===== config.mk =====
export PLATFORM = sky130hd
export DESIGN_NAME = v_issue_queue
export DESIGN_NICKNAME = d
export VERILOG_FILES = /design/src/rtl/v_issue_queue.sv
export SDC_FILE = /design/constraint.sdc
export NUM_CORES = 1
export LEC_CHECK = 0
export CAP_MARGIN = 40
export CORE_ASPECT_RATIO = 1.2
export CORE_MARGIN = 8
export CORE_UTILIZATION = 36
export DETAILED_ROUTE_END_ITERATION = 7
export GPL_TIMING_DRIVEN = 0
export PLACE_DENSITY_LB_ADDON = 0.12
export SYNTH_ARGS = -nofsm -noshare
export SYNTH_HDL_FRONTEND = slang
export SYNTH_SLANG_ARGS = --single-unit

===== constraint.sdc =====
create_clock -name clk -period 3.7 [get_ports clk]
set_input_delay 0.74 -clock clk [delete_from_list [all_inputs] [get_ports clk]]
set_output_delay 0.74 -clock clk [all_outputs]
set_load 0.005 [all_outputs]

===== src/rtl/v_issue_queue.sv =====
// Vector instruction issue buffer: filters base-core instructions into a small FIFO and holds one on out_instr until it completes.
// Optional forced retire on a stuck unit: define V_ISSUE_TIMEOUT_EN (TIMEOUT cycles, sticky timeout_err).
module v_issue_queue #(
    parameter int DEPTH   = 4,
    parameter int TIMEOUT = 64
) (
    input  logic                   clk,
    input  logic                   nrst,
    input  logic                   in_valid,
    input  logic [31:0]            in_instr,
    output logic                   in_ready,
    input  logic                   flush,
    input  logic                   unit_done,
    output logic [31:0]            out_instr,
    output logic                   out_valid,
    output logic                   out_is_cfg,
    output logic                   retire,
    output logic                   busy,
    output logic [$clog2(DEPTH):0] count,
    output logic                   timeout_err
);
    localparam int AW = $clog2(DEPTH);

    typedef struct packed {
        logic        cfg;
        logic [31:0] instr;
    } entry_t;

    typedef enum logic {IDLE, EXEC} state_t;

    entry_t      mem [DEPTH];
    entry_t      head;
    state_t      state;
    logic [AW:0] wr_ptr, rd_ptr;
    logic [6:0]  opcode;
    logic        full, empty, accepted, is_cfg;
    logic        push, pop, done_now, timeout_hit;

    assign opcode   = in_instr[6:0];
    assign accepted = (opcode == 7'b1010111) || (opcode == 7'b0000111) || (opcode == 7'b0100111);
    assign is_cfg   = (opcode == 7'b1010111) && (in_instr[14:12] == 3'b111);

    assign full     = (wr_ptr[AW] != rd_ptr[AW]) && (wr_ptr[AW-1:0] == rd_ptr[AW-1:0]);
    assign empty    = (wr_ptr == rd_ptr);
    assign count    = wr_ptr - rd_ptr;
    assign in_ready = !full;
    assign busy     = !empty || (state == EXEC);

    assign push     = in_valid && !full && accepted;
    assign done_now = (state == EXEC) && (out_is_cfg || unit_done || timeout_hit);
    assign pop      = !empty && ((state == IDLE) || done_now);
    // A flushed instruction never counts as retired, even if its unit finishes that cycle.
    assign retire   = done_now && !flush;
    assign head     = mem[rd_ptr[AW-1:0]];

    always_ff @(posedge clk) begin
        if (push)
            mem[wr_ptr[AW-1:0]] <= '{cfg: is_cfg, instr: in_instr};
    end

    always_ff @(posedge clk or negedge nrst) begin
        if (!nrst) begin
            wr_ptr     <= '0;
            rd_ptr     <= '0;
            state      <= IDLE;
            out_instr  <= '0;
            out_is_cfg <= 1'b0;
            out_valid  <= 1'b0;
        end else if (flush) begin
            wr_ptr     <= '0;
            rd_ptr     <= '0;
            state      <= IDLE;
            out_instr  <= '0;
            out_is_cfg <= 1'b0;
            out_valid  <= 1'b0;
        end else begin
            if (push)
                wr_ptr <= wr_ptr + 1'b1;
            if (pop) begin
                rd_ptr     <= rd_ptr + 1'b1;
                out_instr  <= head.instr;
                out_is_cfg <= head.cfg;
                out_valid  <= 1'b1;
                state      <= EXEC;
            end else if (done_now) begin
                out_instr  <= '0;
                out_is_cfg <= 1'b0;
                out_valid  <= 1'b0;
                state      <= IDLE;
            end
        end
    end

`ifdef V_ISSUE_TIMEOUT_EN
    localparam int TW = $clog2(TIMEOUT + 1);

    logic [TW-1:0] tmr;
    logic          tmo_err_q;

    // tmr counts completed EXEC cycles, so the TIMEOUT-th cycle sees TIMEOUT-1.
    assign timeout_hit = !out_is_cfg && !unit_done && (tmr == TW'(TIMEOUT - 1));
    assign timeout_err = tmo_err_q;

    always_ff @(posedge clk or negedge nrst) begin
        if (!nrst) begin
            tmr       <= '0;
            tmo_err_q <= 1'b0;
        end else begin
            if (pop || flush)
                tmr <= '0;
            else if (state == EXEC)
                tmr <= tmr + 1'b1;
            if ((state == EXEC) && timeout_hit && !flush)
                tmo_err_q <= 1'b1;
        end
    end
`else
    logic unused_timeout;

    assign unused_timeout = (TIMEOUT > 0);
    assign timeout_hit    = 1'b0;
    assign timeout_err    = 1'b0;
`endif
endmodule


Word-level counts from Yosys, hierarchy flattened
Memory sizes are Yosys's and may differ from the RTL's.
Index checks and enable logic that the tools add are counted.

cells by class
  add/sub/neg operators = 3
  eq/ne operators = 7
  muxes and demuxes = 14
  bitwise operators = 1
  reduce and logical (&&, ||, !) cells = 18

operators with widths
  kind                   count
  $mux W32               3
  $mux W3                4
  $eq A7 B3 Y1 const B   1
  $eq A7 B6 Y1 const B   1
  $eq A7 B7 Y1 const B   1
  $logic_and A1 B1 Y1    7
  $mux W1                7
  $add A3 B1 Y3 const B  2
  $logic_or A1 B1 Y1     5
  $reduce_bool A2 Y1     2
  $eq A3 B3 Y1           1
  $eq A3 B3 Y1 const B   1
  $logic_not A1 Y1       3
  $reduce_bool A3 Y1     1
  $sub A3 B3 Y3          1
  $eq A2 B2 Y1           1
  $ne A1 B1 Y1           1
  $not A1 Y1             1

word-level totals
  bits in registers = 40
  memory bits (writable) = 132
  bits of input ports = 37
  output and inout bits = 41
  memories = 1

memory list
  name  words  bits a word  rd ports  clocked after Yosys merged registers in  wr ports  line  RTL
  mem   4      33           1         0                                        1         31    entry_t mem [DEPTH];

Longest topological paths before layout
  depth after elaboration = 7
  mapped depth = 10
  mapped depth without buffers = 6

Worst setup path after synthesis
Ideal clock, no wire load.

  path type = reg-to-reg
  start = reg rd_ptr[1]
  end = mem mem[3][0] (netlist name), enable pin
  data arrival time = 2.761 ns
  required time = 3.307 ns
  slack = 0.546 ns
  stages on the path, launching flop included = 9
  buffers on the path = 2
  cell sequence = dfrtp_1 > buf_2 > buf_1 > inv_1 > ha_1 > nand2_1 > and2b_2 > nor3_4 > and2_1

between the ends
  cells in the longest elaborated chain, start to end = 7

RTL lines
  element                            line  RTL
  from (decl)                        34    logic [AW:0] wr_ptr, rd_ptr;
  from (signal assigned)             80    rd_ptr <= rd_ptr + 1'b1;
  $eq A2 B2 Y1                       43    assign full = (wr_ptr[AW] != rd_ptr[AW]) && (wr_ptr[AW-1:0] == rd_ptr[AW-1:0]);
  $logic_and A1 B1 Y1                43
  $logic_not A1 Y1                   49    assign push = in_valid && !full && accepted;
  $logic_and A1 B1 Y1 (2 in series)  49
  $mux W1                            57    if (push)
  $mux W1 (not written as such)      58    mem[wr_ptr[AW-1:0]] <= '{cfg: is_cfg, instr: in_instr};
  to (decl)                          31

No other way between the ends.

Worst setup path in the final report
  start = reg rd_ptr[1]
  end = out in_ready

between the ends
  cells in the longest elaborated chain, start to end = 3

RTL lines
  element              line  RTL
  $eq A2 B2 Y1         43
  $logic_and A1 B1 Y1  43
  $logic_not A1 Y1     46    assign in_ready = !full;
  to (decl)            11    output logic in_ready,

No other way between the ends.

==> impl_summary.md <==
Run
The tool flagged a number of max-cap violations equal to 0.

Synth
After technology mapping, the gate count stands at 353. In this run, synthesis inferred 132 flip-flops with an integrated enable. The synthesized design devotes to its leading area cell type 59.53% of total area. The synthesized netlist net count is 398. After synthesis, the cell types taking the most area are sky130_fd_sc_hd__edfxtp_1 60%, sky130_fd_sc_hd__dfrtp_1 15%, sky130_fd_sc_hd__mux4_2 11%. The synthesized design contains between 150 and 200 register bits. The fraction of registers with async set/reset is about a quarter.

The biggest area contributor in the post-synthesis netlist is sky130_fd_sc_hd__edfxtp_1. The total standard cell area after synthesis is ~6700 um^2. Of the synthesized area, sequential elements account for 74.56%. The most used flip-flop cell after synthesis is sky130_fd_sc_hd__edfxtp_1. Among all cell types in the netlist, the one instantiated most often is sky130_fd_sc_hd__edfxtp_1. The post-synthesis average cell area is ~19 um^2. By count the netlist is led by 132 x sky130_fd_sc_hd__edfxtp_1, 42 x sky130_fd_sc_hd__nor2_1, 40 x sky130_fd_sc_hd__dfrtp_1, 33 x sky130_fd_sc_hd__mux4_2, 32 x sky130_fd_sc_hd__a22oi_1. The count of unique library cells instantiated by Yosys is 37.

The count of warnings emitted by yosys is 0.

Clock network
The number of setup buffers added after CTS is 0. The H-tree was split into 4 levels. Hold repair after CTS inserted 0 buffers.

The total clock sinks is 172. Clock latency on the worst-skew pair, taken at its later pin, is between 0.4 and 0.5 ns. The root buffer cell chosen for the clock tree is sky130_fd_sc_hd__clkbuf_16.

Clock tree synthesis inserted a total of 17 buffers. The clock transition at the register clock pins on the worst setup and hold paths after CTS is 0.06 ns. Once the clock tree was built, the resizer swapped 0 gates to a different size.

The clock passes through at most 2 buffers. TritonCTS built the clock tree.

Finish
The final layout contains about 500 nets. The fraction of final layout cells with drive strength greater than 1 is between 10% and 20%. The number of antenna diodes in the final layout is 0.

From synthesis to final layout, the design area changed by 25.33%. The finished layout holds about 690 standard cells, fillers aside.

STA
Derived from the worst setup path, the maximum achievable clock frequency is roughly 300 MHz. The final hold violation count is 0. The final critical path time including I/O delays and setup is roughly 3.4 ns. The share of the cycle needed by the critical path after routing is 91.58%.

After routing, the total negative slack on setup checks comes to 0 ns. Setup repair after global routing left no endpoint under its margin. The final-report setup violation count is 0.

Across the routed clock network, the largest skew measured is 0.007622 ns. On the final layout, the worst hold slack is ~0.26 ns. The headroom to the max-slew limit is around 46%.

The max-slew violation count is 0. For the pin with the worst max-slew slack, the measured transition is about 0.8 ns.

Routing
For this run, design rule violations remaining after detail routing come to 0. The detail route stage leaves a number of antenna-violating nets equal to 0. In this run, the number of DRC markers left after iteration 0 of detailed routing was 250.

The number of search-and-repair iterations in the first detailed-routing pass is 4. After detailed routing, the total wire length is between 10,000 and 15,000 um. Summing over every cut layer, the via total after detailed routing is about 3,500. Using the TritonRoute via totals, the vias-per-cell ratio works out to a little over 5. The mean routed wirelength per cell is 21.43 um.

Power and ir drop
The static power due to leakage is ~2.9 nW. Dividing total power by cell area gives a power density of 554.5 nW/um^2. VDD sags by at most ~0.29 mV.

Hold path
The kind of path behind the tightest hold check is input pin to asynchronous set/reset pin.

Setup path
The startpoint kind of the worst setup timing path is a flop. The arrival time of the worst setup path is ~2.7 ns. In this run the worst path has a maximum fanout of 17.

The worst setup path is of the flop to output port kind. The worst setup path is captured at an output port. The required time reported for the critical path endpoint is just under 3 ns.

Die
The die covers about 23,000 um^2. The region available for standard cell placement spans 18,170 um^2. Row generation in the floorplan step produced 54 rows. The I/O pin count is 78. The die boundary height is between 150 and 200 um. The initial standard-cell utilization of the core is 36.64%. The die width is about 140 um.

Placement
The cell count after placement is 657. The wire-length estimate of the detail-placed layout is 9653 um. The routability congestion estimate is between 0.6 and 0.7.

During placement, the flow inserted port buffers numbering between 70 and 80.

Global route
For met3 alone, demand over resource in global routing was 3.991%. Entering global routing, the biggest net connects 25 pins. The met1 routing resource usage after global routing is approximately 16%.

The global router's overall resource usage is about 13%. The number of antenna violations at the first check in global routing came to 1. The global routing stage identified its most utilized layer as met2.

The number of global-route vias before repair is 3,916. The overflow left after global routing is 0. Global routing used 23.06% of the available met2 tracks. The global-route wire length before repair is between 20,000 and 25,000 um.

Run status
The run finished with clean final reports.
area by class of cell:
class | count | area, um^2
Buffer | 20 | 132.6
Inverter | 8 | 30.03
Clock inverter | 9 | 87.58
Clock buffer | 22 | 464.2
Tap cell | 224 | 280.3
Fill cell | 1544 | 9829
Timing Repair Buffer | 80 | 853.3
Multi-Input combinational cell | 152 | 1533
Sequential cell | 172 | 4965
metrics by stage:
step                      total power, mW  area [um^2]  worst slack, ns  utilization [%]
after floorplan                     2.657         6659           0.5462                -
after global placement              3.013         7690          -0.7198            42.31
after detailed placement            3.027         7797           0.1660            42.90
after CTS                           4.686         8346           0.2638            45.92
after global routing                4.823         8346           0.1594            45.92
final                               4.628         8346           0.3114            45.92
sequential cells by signal, summed over array words and instances (netlist names):
signal,count
out_is_cfg,1
wr_ptr,3
out_instr,32
mem,132
rd_ptr,3
state,1
metal layers:
| metal | share of wire [%] | vias up |
|---|---|---|
| met2 | 52 | 70 |
| met5 | 0.068 | - |
| li1 | - | 1571 |
| met1 | 42 | 1880 |
| met4 | 1.1 | 2 |
| met3 | 4.6 | 18 |
where the power goes:
part           switching, mW  internal (mW)  leakage [nW]
clock network          0.700          0.960         0.259
logic                  0.362          0.409         0.877
registers             0.0505           2.15          1.75
total                   1.11           3.52          2.88
path summary, 6_finish.rpt:
path / slack (ns) / depth (start not counted) / to / from
worst min register to register: 0.55 / 2 / out_instr[10]$_DFFE_PN0P_ / out_instr[10]$_DFFE_PN0P_
worst max register to register: 0.59 / 8 / mem[0][32]$_DFFE_PP_ / rd_ptr[1]$_DFFE_PN0P_
worst min-delay path: 0.26 / 1 / out_instr[9]$_DFFE_PN0P_ / nrst
worst max-delay path: 0.31 / 7 / in_ready / rd_ptr[1]$_DFFE_PN0P_
min in group clk: 0.55 / 2 / out_instr[10]$_DFFE_PN0P_ / out_instr[10]$_DFFE_PN0P_
max in group asynchronous: 2.94 / 2 / out_instr[29]$_DFFE_PN0P_ / nrst
critical path: stages (launching register included):
cell and delay (ns):
sky130_fd_sc_hd__dfrtp_1 0.39, sky130_fd_sc_hd__buf_2 0.43, sky130_fd_sc_hd__inv_1 0.09, sky130_fd_sc_hd__ha_1 0.28, sky130_fd_sc_hd__nand2_1 0.20, sky130_fd_sc_hd__and2b_2 0.29, sky130_fd_sc_hd__inv_1 0.06, sky130_fd_sc_hd__clkdlybuf4s50_1 0.49
placed cells by master, fill, tap and decap left out, types with 2 or more instances in the layout:
master                              n
sky130_fd_sc_hd__nor2b_1            2
sky130_fd_sc_hd__clkinv_2           2
sky130_fd_sc_hd__mux4_2            33
sky130_fd_sc_hd__clkbuf_1          10
sky130_fd_sc_hd__nand2_1            4
sky130_fd_sc_hd__nor3_1             2
sky130_fd_sc_hd__buf_6              5
sky130_fd_sc_hd__nor2_1            42
sky130_fd_sc_hd__buf_12             4
sky130_fd_sc_hd__clkbuf_8           2
sky130_fd_sc_hd__and2_2             4
sky130_fd_sc_hd__mux2i_1            2
sky130_fd_sc_hd__inv_6              2
sky130_fd_sc_hd__clkdlybuf4s50_1   74
sky130_fd_sc_hd__a21oi_1            2
sky130_fd_sc_hd__mux2_2             2
sky130_fd_sc_hd__a22oi_1           32
sky130_fd_sc_hd__dfrtp_1           40
sky130_fd_sc_hd__nand2b_1           2
sky130_fd_sc_hd__clkbuf_16         17
sky130_fd_sc_hd__buf_4              4
sky130_fd_sc_hd__buf_2              5
sky130_fd_sc_hd__xor2_1             2
sky130_fd_sc_hd__inv_1              8
sky130_fd_sc_hd__edfxtp_1         132
sky130_fd_sc_hd__clkinvlp_4         4
sky130_fd_sc_hd__ha_1               7
logic make-up after synthesis:
kind of cell | share of synthesized area (%)
flip-flops | 74.56
AO/OA/AOI/OAI | 4.472
other | 0.05632
buffers and inverters | 2.499
adder cells (fa/ha/maj) | 1.616
AND/OR/NAND/NOR | 4.359
XOR/XNOR | 0.6390
multiplexers | 11.80
Power figures use the tool's default switching activity.
